### src/rtl/out_act_drain.sv
// Output activation drain: walks the PE activation register file in address order,
// converts each accumulator value to output width and streams it over valid/ready.
module out_act_drain #(
  parameter int ACT_WIDTH  = 24,
  parameter int OUT_WIDTH  = 16,
  parameter int ADDR_WIDTH = 6,
  parameter int NUM_ACT    = 64
) (
  input  logic                        clk,
  input  logic                        rst,
  input  logic [5:0]                  PE_IDX,
  input  logic                        start,
  input  logic [ADDR_WIDTH:0]         act_num,
  input  logic [3:0]                  shift,
  input  logic                        relu_en,
  output logic                        rd_en,
  output logic [ADDR_WIDTH-1:0]       rd_addr,
  input  logic signed [ACT_WIDTH-1:0] rd_data,
  input  logic                        wr_en_mon,
  output logic                        out_valid,
  input  logic                        out_ready,
  output logic signed [OUT_WIDTH-1:0] out_data,
  output logic [ADDR_WIDTH-1:0]       out_addr,
  output logic                        out_last,
  output logic                        busy,
  output logic                        done
);

  localparam logic [ADDR_WIDTH:0] MAX_NUM = (ADDR_WIDTH+1)'(NUM_ACT);
  localparam logic signed [ACT_WIDTH-1:0] SAT_HI =
    $signed({{(ACT_WIDTH-OUT_WIDTH+1){1'b0}}, {(OUT_WIDTH-1){1'b1}}});
  localparam logic signed [ACT_WIDTH-1:0] SAT_LO =
    $signed({{(ACT_WIDTH-OUT_WIDTH+1){1'b1}}, {(OUT_WIDTH-1){1'b0}}});

  typedef enum logic [1:0] {IDLE, DRAIN, FINISH} state_t;

  function automatic logic signed [OUT_WIDTH-1:0] saturate(
    input logic signed [ACT_WIDTH-1:0] t);
    if (t > SAT_HI)      return {1'b0, {(OUT_WIDTH-1){1'b1}}};
    else if (t < SAT_LO) return {1'b1, {(OUT_WIDTH-1){1'b0}}};
    else                 return t[OUT_WIDTH-1:0];
  endfunction

  function automatic logic signed [OUT_WIDTH-1:0] convert(
    input logic signed [ACT_WIDTH-1:0] x,
    input logic [3:0]                  sh,
    input logic                        relu);
    logic signed [ACT_WIDTH-1:0] t;
    t = x >>> sh;
    if (relu && (t < 0)) t = '0;
    return saturate(t);
  endfunction

  state_t                      state_q, state_d;
  logic [ADDR_WIDTH:0]         act_num_q, act_num_d;
  logic [ADDR_WIDTH:0]         rd_ptr_q, rd_ptr_d;
  logic [3:0]                  shift_q, shift_d;
  logic                        relu_q, relu_d;
  logic                        inflight_q;
  logic [ADDR_WIDTH-1:0]       inflight_addr_q;
  logic [1:0]                  count_q, count_d;
  logic                        head_q, head_d, tail_q, tail_d;

  logic signed [OUT_WIDTH-1:0] fifo_data_q [2];
  logic [ADDR_WIDTH-1:0]       fifo_addr_q [2];
  logic                        fifo_last_q [2];

  logic                        pop, push;
  logic [2:0]                  occ;
  logic signed [OUT_WIDTH-1:0] conv_p1;
  logic                        last_p1;

  assign pop       = out_valid & out_ready;
  assign push      = inflight_q;
  assign out_valid = (count_q != 2'd0);
  // Payload is forced to zero when nothing is valid so idle/reset outputs read as 0.
  assign out_data  = out_valid ? fifo_data_q[head_q] : '0;
  assign out_addr  = out_valid ? fifo_addr_q[head_q] : '0;
  assign out_last  = out_valid ? fifo_last_q[head_q] : 1'b0;
  assign busy      = (state_q != IDLE);
  assign done      = (state_q == FINISH);
  assign rd_addr   = rd_ptr_q[ADDR_WIDTH-1:0];

  // Occupancy counts the read still in the register file pipe, so the FIFO never overflows.
  assign occ   = {1'b0, count_q} + {2'b00, inflight_q};
  assign rd_en = (state_q == DRAIN) && (rd_ptr_q < act_num_q) &&
                 ((occ - {2'b00, pop}) < 3'd2);

  // Stage p1: read data returns and is converted before entering the FIFO
  assign conv_p1 = convert(rd_data, shift_q, relu_q);
  assign last_p1 = ({1'b0, inflight_addr_q} == (act_num_q - 1'b1));

  always_comb begin
    state_d   = state_q;
    act_num_d = act_num_q;
    shift_d   = shift_q;
    relu_d    = relu_q;
    rd_ptr_d  = rd_ptr_q;
    head_d    = head_q;
    tail_d    = tail_q;
    count_d   = count_q;
    case (state_q)
      IDLE: if (start) begin
        act_num_d = (act_num > MAX_NUM) ? MAX_NUM : act_num;
        shift_d   = shift;
        relu_d    = relu_en;
        rd_ptr_d  = '0;
        state_d   = (act_num == '0) ? FINISH : DRAIN;
      end
      DRAIN:   if (pop && out_last) state_d = FINISH;
      FINISH:  state_d = IDLE;
      default: state_d = IDLE;
    endcase
    if (rd_en) rd_ptr_d = rd_ptr_q + 1'b1;
    if (push)  tail_d   = ~tail_q;
    if (pop)   head_d   = ~head_q;
    case ({push, pop})
      2'b10:   count_d = count_q + 2'd1;
      2'b01:   count_d = count_q - 2'd1;
      default: count_d = count_q;
    endcase
  end

  always_ff @(posedge clk or posedge rst) begin
    if (rst) begin
      state_q    <= IDLE;
      act_num_q  <= '0;
      shift_q    <= '0;
      relu_q     <= 1'b0;
      rd_ptr_q   <= '0;
      inflight_q <= 1'b0;
      count_q    <= '0;
      head_q     <= 1'b0;
      tail_q     <= 1'b0;
    end else begin
      state_q    <= state_d;
      act_num_q  <= act_num_d;
      shift_q    <= shift_d;
      relu_q     <= relu_d;
      rd_ptr_q   <= rd_ptr_d;
      inflight_q <= rd_en;
      count_q    <= count_d;
      head_q     <= head_d;
      tail_q     <= tail_d;
    end
  end

  // Stage p0 -> p1 address tracking and FIFO storage (datapath, not reset)
  always_ff @(posedge clk) begin
    if (rd_en) inflight_addr_q <= rd_addr;
    if (push) begin
      fifo_data_q[tail_q] <= conv_p1;
      fifo_addr_q[tail_q] <= inflight_addr_q;
      fifo_last_q[tail_q] <= last_p1;
    end
  end

`ifndef SYNTHESIS
  always @(posedge clk) begin
    if (!rst && wr_en_mon && busy)
      $display("[WARNING]: PE[%0d] drain/write hazard @ %0t", PE_IDX, $time);
  end
`endif

endmodule

### config.mk
export PLATFORM = sky130hd
export DESIGN_NAME = out_act_drain
export DESIGN_NICKNAME = d
export VERILOG_FILES = /design/src/rtl/out_act_drain.sv
export SDC_FILE = /design/constraint.sdc
export NUM_CORES = 1
export LEC_CHECK = 0
export BUFFER_PORTS_ARGS = -buffer_cell sky130_fd_sc_hd__buf_4
export CAP_MARGIN = 20
export CORE_UTILIZATION = 45
export DETAILED_ROUTE_END_ITERATION = 10
export GPL_TIMING_DRIVEN = 0
export PLACE_DENSITY_LB_ADDON = 0.25
export SYNTH_ARGS = -nofsm -noshare
export SYNTH_HDL_FRONTEND = slang
export SYNTH_SLANG_ARGS = --single-unit
### constraint.sdc
create_clock -name clk -period 7.4 [get_ports clk]
set_input_delay 1.48 -clock clk [delete_from_list [all_inputs] [get_ports clk]]
set_output_delay 1.48 -clock clk [all_outputs]
set_load 0.05 [all_outputs]
==> run_summary.xml <==
<?xml version="1.0" encoding="UTF-8"?>
<metrics>
  <group name="timing">
    <metric name="clock.fmax" unit="MHz">180</metric>
    <metric name="timing.final.crit_share" unit="%">75.3</metric>
    <metric name="finalWorstPathRequiredPeriod" unit="ns">5.57</metric>
    <metric name="timing.final.setup_violations" unit="">0</metric>
    <metric name="final.hold.worst_slack" unit="ns">0.466</metric>
    <metric name="worst_slew_margin_rel" unit="%">32.6</metric>
    <metric name="timing.final.hold_violations" unit="">0</metric>
    <metric name="rsz0062_at_grt" unit="">no</metric>
    <metric name="setup_tns" unit="ns">0</metric>
    <metric name="final_skew" unit="ns">0.00543</metric>
    <metric name="slew_violations" unit="">0</metric>
    <metric name="transition_at_the_pin_with_the_smallest_max_transition_slack" unit="ns">1.01</metric>
  </group>
  <group name="setup_path">
    <metric name="critical_path_cell_sequence" unit="">buf_4, nand2_1, inv_1, ha_1, nor2_1, fa_1, or4_1, a21oi_1, o21ai_1, inv_2, buf_4</metric>
    <metric name="critical_path_endpoint_category" unit="">output port</metric>
    <metric name="cp_data_required_time" unit="ns">5.92</metric>
    <metric name="worstPathArrival" unit="ns">4.09</metric>
    <metric name="worst-r2r-cell-count" unit="">13</metric>
    <metric name="path_depth" unit="">11</metric>
    <metric name="critical_path.startpoint_type" unit="">input port</metric>
    <metric name="timing.critical_path.max_delay_family" unit="">buffers and inverters</metric>
    <metric name="worst-path-buf-inv" unit="">4</metric>
    <metric name="cpMostUsedCell" unit="">sky130_fd_sc_hd__buf_4</metric>
    <metric name="timing.critical_path.fanout_max" unit="">12</metric>
    <metric name="slowest_delay" unit="ns">0.53</metric>
    <metric name="cpMaxStageDelayCell" unit="">sky130_fd_sc_hd__or4_1</metric>
    <metric name="crit_type" unit="">in -&gt; out</metric>
  </group>
  <group name="route">
    <metric name="wire_length_per_cell_after_detailed_routing" unit="um">16.5</metric>
    <metric name="drt_drc_violations_left" unit="">0</metric>
    <metric name="vias" unit="">3816</metric>
    <metric name="detail_route.wirelength" unit="um">11400</metric>
    <metric name="route.detailed.vias_per_inst" unit="">5.53</metric>
    <metric name="drt_first_iter_violations" unit="">198</metric>
    <metric name="detailedRoute.firstPassIterationCount" unit="">5</metric>
    <metric name="route.antenna.remaining_nets" unit="">0</metric>
  </group>
  <group name="logic_synthesis">
    <metric name="synth_warnings" unit="">0</metric>
    <metric name="netlist-cell-type-count" unit="">63</metric>
    <metric name="synthMostInstantiatedCell" unit="">sky130_fd_sc_hd__edfxtp_1</metric>
    <metric name="ys.flop_type" unit="">sky130_fd_sc_hd__edfxtp_1</metric>
    <metric name="synth_area_leaders" unit="">sky130_fd_sc_hd__edfxtp_1, sky130_fd_sc_hd__dfrtp_1, sky130_fd_sc_hd__mux4_2, sky130_fd_sc_hd__mux2i_1, sky130_fd_sc_hd__nand2_1</metric>
    <metric name="syn-instance-count" unit="">461</metric>
    <metric name="synth-seq-cells" unit="">78</metric>
    <metric name="mappedNetlistArea" unit="um^2">5140</metric>
    <metric name="synth_seq_area_share" unit="%">43.1</metric>
    <metric name="syn_nets" unit="">519</metric>
    <metric name="synthArstFlopShare" unit="%">33.3</metric>
    <metric name="post_synth.cell_area_avg" unit="um^2">11.1</metric>
    <metric name="synth_top_cell_by_area" unit="">sky130_fd_sc_hd__edfxtp_1</metric>
    <metric name="synth_edf_count" unit="">52</metric>
    <metric name="synth.top_cell.area_share" unit="%">30.4</metric>
    <metric name="netlist_top_cells_count" unit="">sky130_fd_sc_hd__edfxtp_1, sky130_fd_sc_hd__nand2_1, sky130_fd_sc_hd__nor2_1</metric>
  </group>
  <group name="cts">
    <metric name="clkLatencyLatePin" unit="ns">0.33</metric>
    <metric name="clock-sinks" unit="">78</metric>
    <metric name="num_cts_buffers" unit="">9</metric>
    <metric name="clk_pin_slew" unit="ns">0.06</metric>
    <metric name="max-clock-path-buffers" unit="">2</metric>
    <metric name="postCtsSetupBuffers" unit="">0</metric>
    <metric name="post_cts_resize_count" unit="">0</metric>
    <metric name="clk_root_buffer_cell" unit="">sky130_fd_sc_hd__clkbuf_16</metric>
    <metric name="cts.htree.levels" unit="">3</metric>
    <metric name="clock_tree_from_tritoncts" unit="">yes</metric>
    <metric name="cts.hold.buffers_added" unit="">0</metric>
  </group>
  <group name="place">
    <metric name="postPlaceCellArea" unit="um^2">5890</metric>
    <metric name="detailedPlacementHpwl" unit="um">8640</metric>
    <metric name="place.detailed.instances" unit="">674</metric>
    <metric name="portBuffers" unit="">71</metric>
    <metric name="gp_congestion" unit="">0.940</metric>
  </group>
  <group name="global_route">
    <metric name="grt_remaining_overflow" unit="">0</metric>
    <metric name="grt_use_met2" unit="%">32.3</metric>
    <metric name="globalRouteTotalUtil" unit="%">20.6</metric>
    <metric name="grt.busiest_layer" unit="">met2</metric>
    <metric name="use_met3" unit="%">3.35</metric>
    <metric name="grt_use_met1" unit="%">29.4</metric>
    <metric name="grt_pass1_vias" unit="">3725</metric>
    <metric name="grt_start_max_net_pins" unit="">24</metric>
    <metric name="antenna_found_initial" unit="">0</metric>
    <metric name="first_pass_grt_wire_length" unit="um">18600</metric>
  </group>
  <group name="final_layout">
    <metric name="final_cell_area" unit="um^2">6200</metric>
    <metric name="stdcell_count" unit="">690</metric>
    <metric name="syn2layout_area_growth" unit="%">20.7</metric>
    <metric name="design.final.nets" unit="">603</metric>
    <metric name="share_of_cells_above_drive_strength_1" unit="%">29.3</metric>
    <metric name="antenna-diode-count" unit="">0</metric>
  </group>
  <group name="power">
    <metric name="p_total" unit="W">0.00282</metric>
    <metric name="p_leak" unit="nW">2.57</metric>
    <metric name="cellPowerDensity" unit="nW/um^2">454</metric>
    <metric name="vdd_drop_max" unit="mV">0.247</metric>
  </group>
  <group name="job">
    <metric name="drv.max_cap_violation_count" unit="">0</metric>
  </group>
  <group name="die">
    <metric name="start_util" unit="%">46.8</metric>
    <metric name="die_w" unit="um">109</metric>
    <metric name="core" unit="um^2">11000</metric>
    <metric name="rows" unit="">38</metric>
    <metric name="design.die.area" unit="um^2">11800</metric>
    <metric name="io-pin-count" unit="">80</metric>
    <metric name="die-height" unit="um">109</metric>
  </group>
  <group name="hold_path">
    <metric name="hold_depth" unit="">1</metric>
    <metric name="worstHoldPathType" unit="">reg -&gt; reg</metric>
  </group>
  <group name="status">
    <metric name="run_status" unit="">finished clean</metric>
  </group>
</metrics>
==> layer usage <==
metal | wire length [um] | part of all wire [%]
met1 | 5470 | 48
met2 | 5330 | 47
met5 | 0 | 0
met4 | 109 | 0.96
met3 | 455 | 4.0
==> stage by stage <==
stage,util (%),worst slack [ns]
after global placement,53.2,1.84
after floorplan,-,2.40
after global routing,56.4,1.63
after detailed placement,53.6,1.84
after CTS,56.4,1.81
final,56.4,1.83
==> flip-flops by register name (all words and copies together) (netlist names), 2 cells and up <==
register         flops
state_q              2
fifo_last_q          2
fifo_data_q         32
inflight_addr_q      6
shift_q              4
act_num_q            7
fifo_addr_q         12
count_q              2
rd_ptr_q             7
==> worst paths after layout <==
check | from | end | slack [ns]
max in group asynchronous | rst | shift_q[2] | 5.81
min in group asynchronous | rst | head_q | 1.15
hold reg to reg | state_q[1] | state_q[1] | 0.47
setup / recovery | out_ready | rd_en | 1.83
setup reg to reg | count_q[0] | rd_ptr_q[5] | 3.59
hold / removal | state_q[1] | state_q[1] | 0.47
==> cells in the final DEF, fill, tap and decap left out, types with 6 or more instances in the layout <==
cell type / n
sky130_fd_sc_hd__edfxtp_1: 52
sky130_fd_sc_hd__xnor2_1: 7
sky130_fd_sc_hd__mux4_2: 24
sky130_fd_sc_hd__dfrtp_1: 26
sky130_fd_sc_hd__o21ai_1: 11
sky130_fd_sc_hd__clkbuf_16: 9
sky130_fd_sc_hd__o221ai_1: 7
sky130_fd_sc_hd__clkbuf_1: 16
sky130_fd_sc_hd__nor2_1: 42
sky130_fd_sc_hd__nand3_1: 8
sky130_fd_sc_hd__mux2_2: 14
sky130_fd_sc_hd__nand2_1: 48
sky130_fd_sc_hd__o21ai_0: 12
sky130_fd_sc_hd__ha_1: 10
sky130_fd_sc_hd__inv_1: 18
sky130_fd_sc_hd__buf_4: 81
sky130_fd_sc_hd__or2_2: 7
sky130_fd_sc_hd__a21oi_1: 11
sky130_fd_sc_hd__mux2i_1: 37
sky130_fd_sc_hd__nand2b_1: 14
sky130_fd_sc_hd__nor3_1: 6
sky130_fd_sc_hd__buf_2: 9
==> logic make-up (layout without fill, tap and decap cells) <==
kind of cell	after synthesis	after routing	share of synthesized area (%)
AO/OA/AOI/OAI	79	79	11.4
XOR/XNOR	11	11	1.88
adder cells (fa/ha/maj)	11	11	2.83
buffers and inverters	57	146	5.55
flip-flops	78	78	43.1
multiplexers	79	79	21.7
AND/OR/NAND/NOR	146	146	13.5
==> final cells by class <==
cell class	count	area, um^2
clock buffer	12	236
fill	935	4780
multi-input combinational	326	2640
tap	140	175
clock inverter	4	71.3
buffer	36	206
sequential	78	2210
timing repair buffer	73	576
inverter	21	78.8
==> where the power goes <==
group	switching, W	total [W]	internal (W)
registers	0.0000778	0.000674	0.000596
logic	0.00102	0.00169	0.000667
clock network	0.000160	0.000455	0.000294
Note: power is estimated with default switching activity, not from simulation.
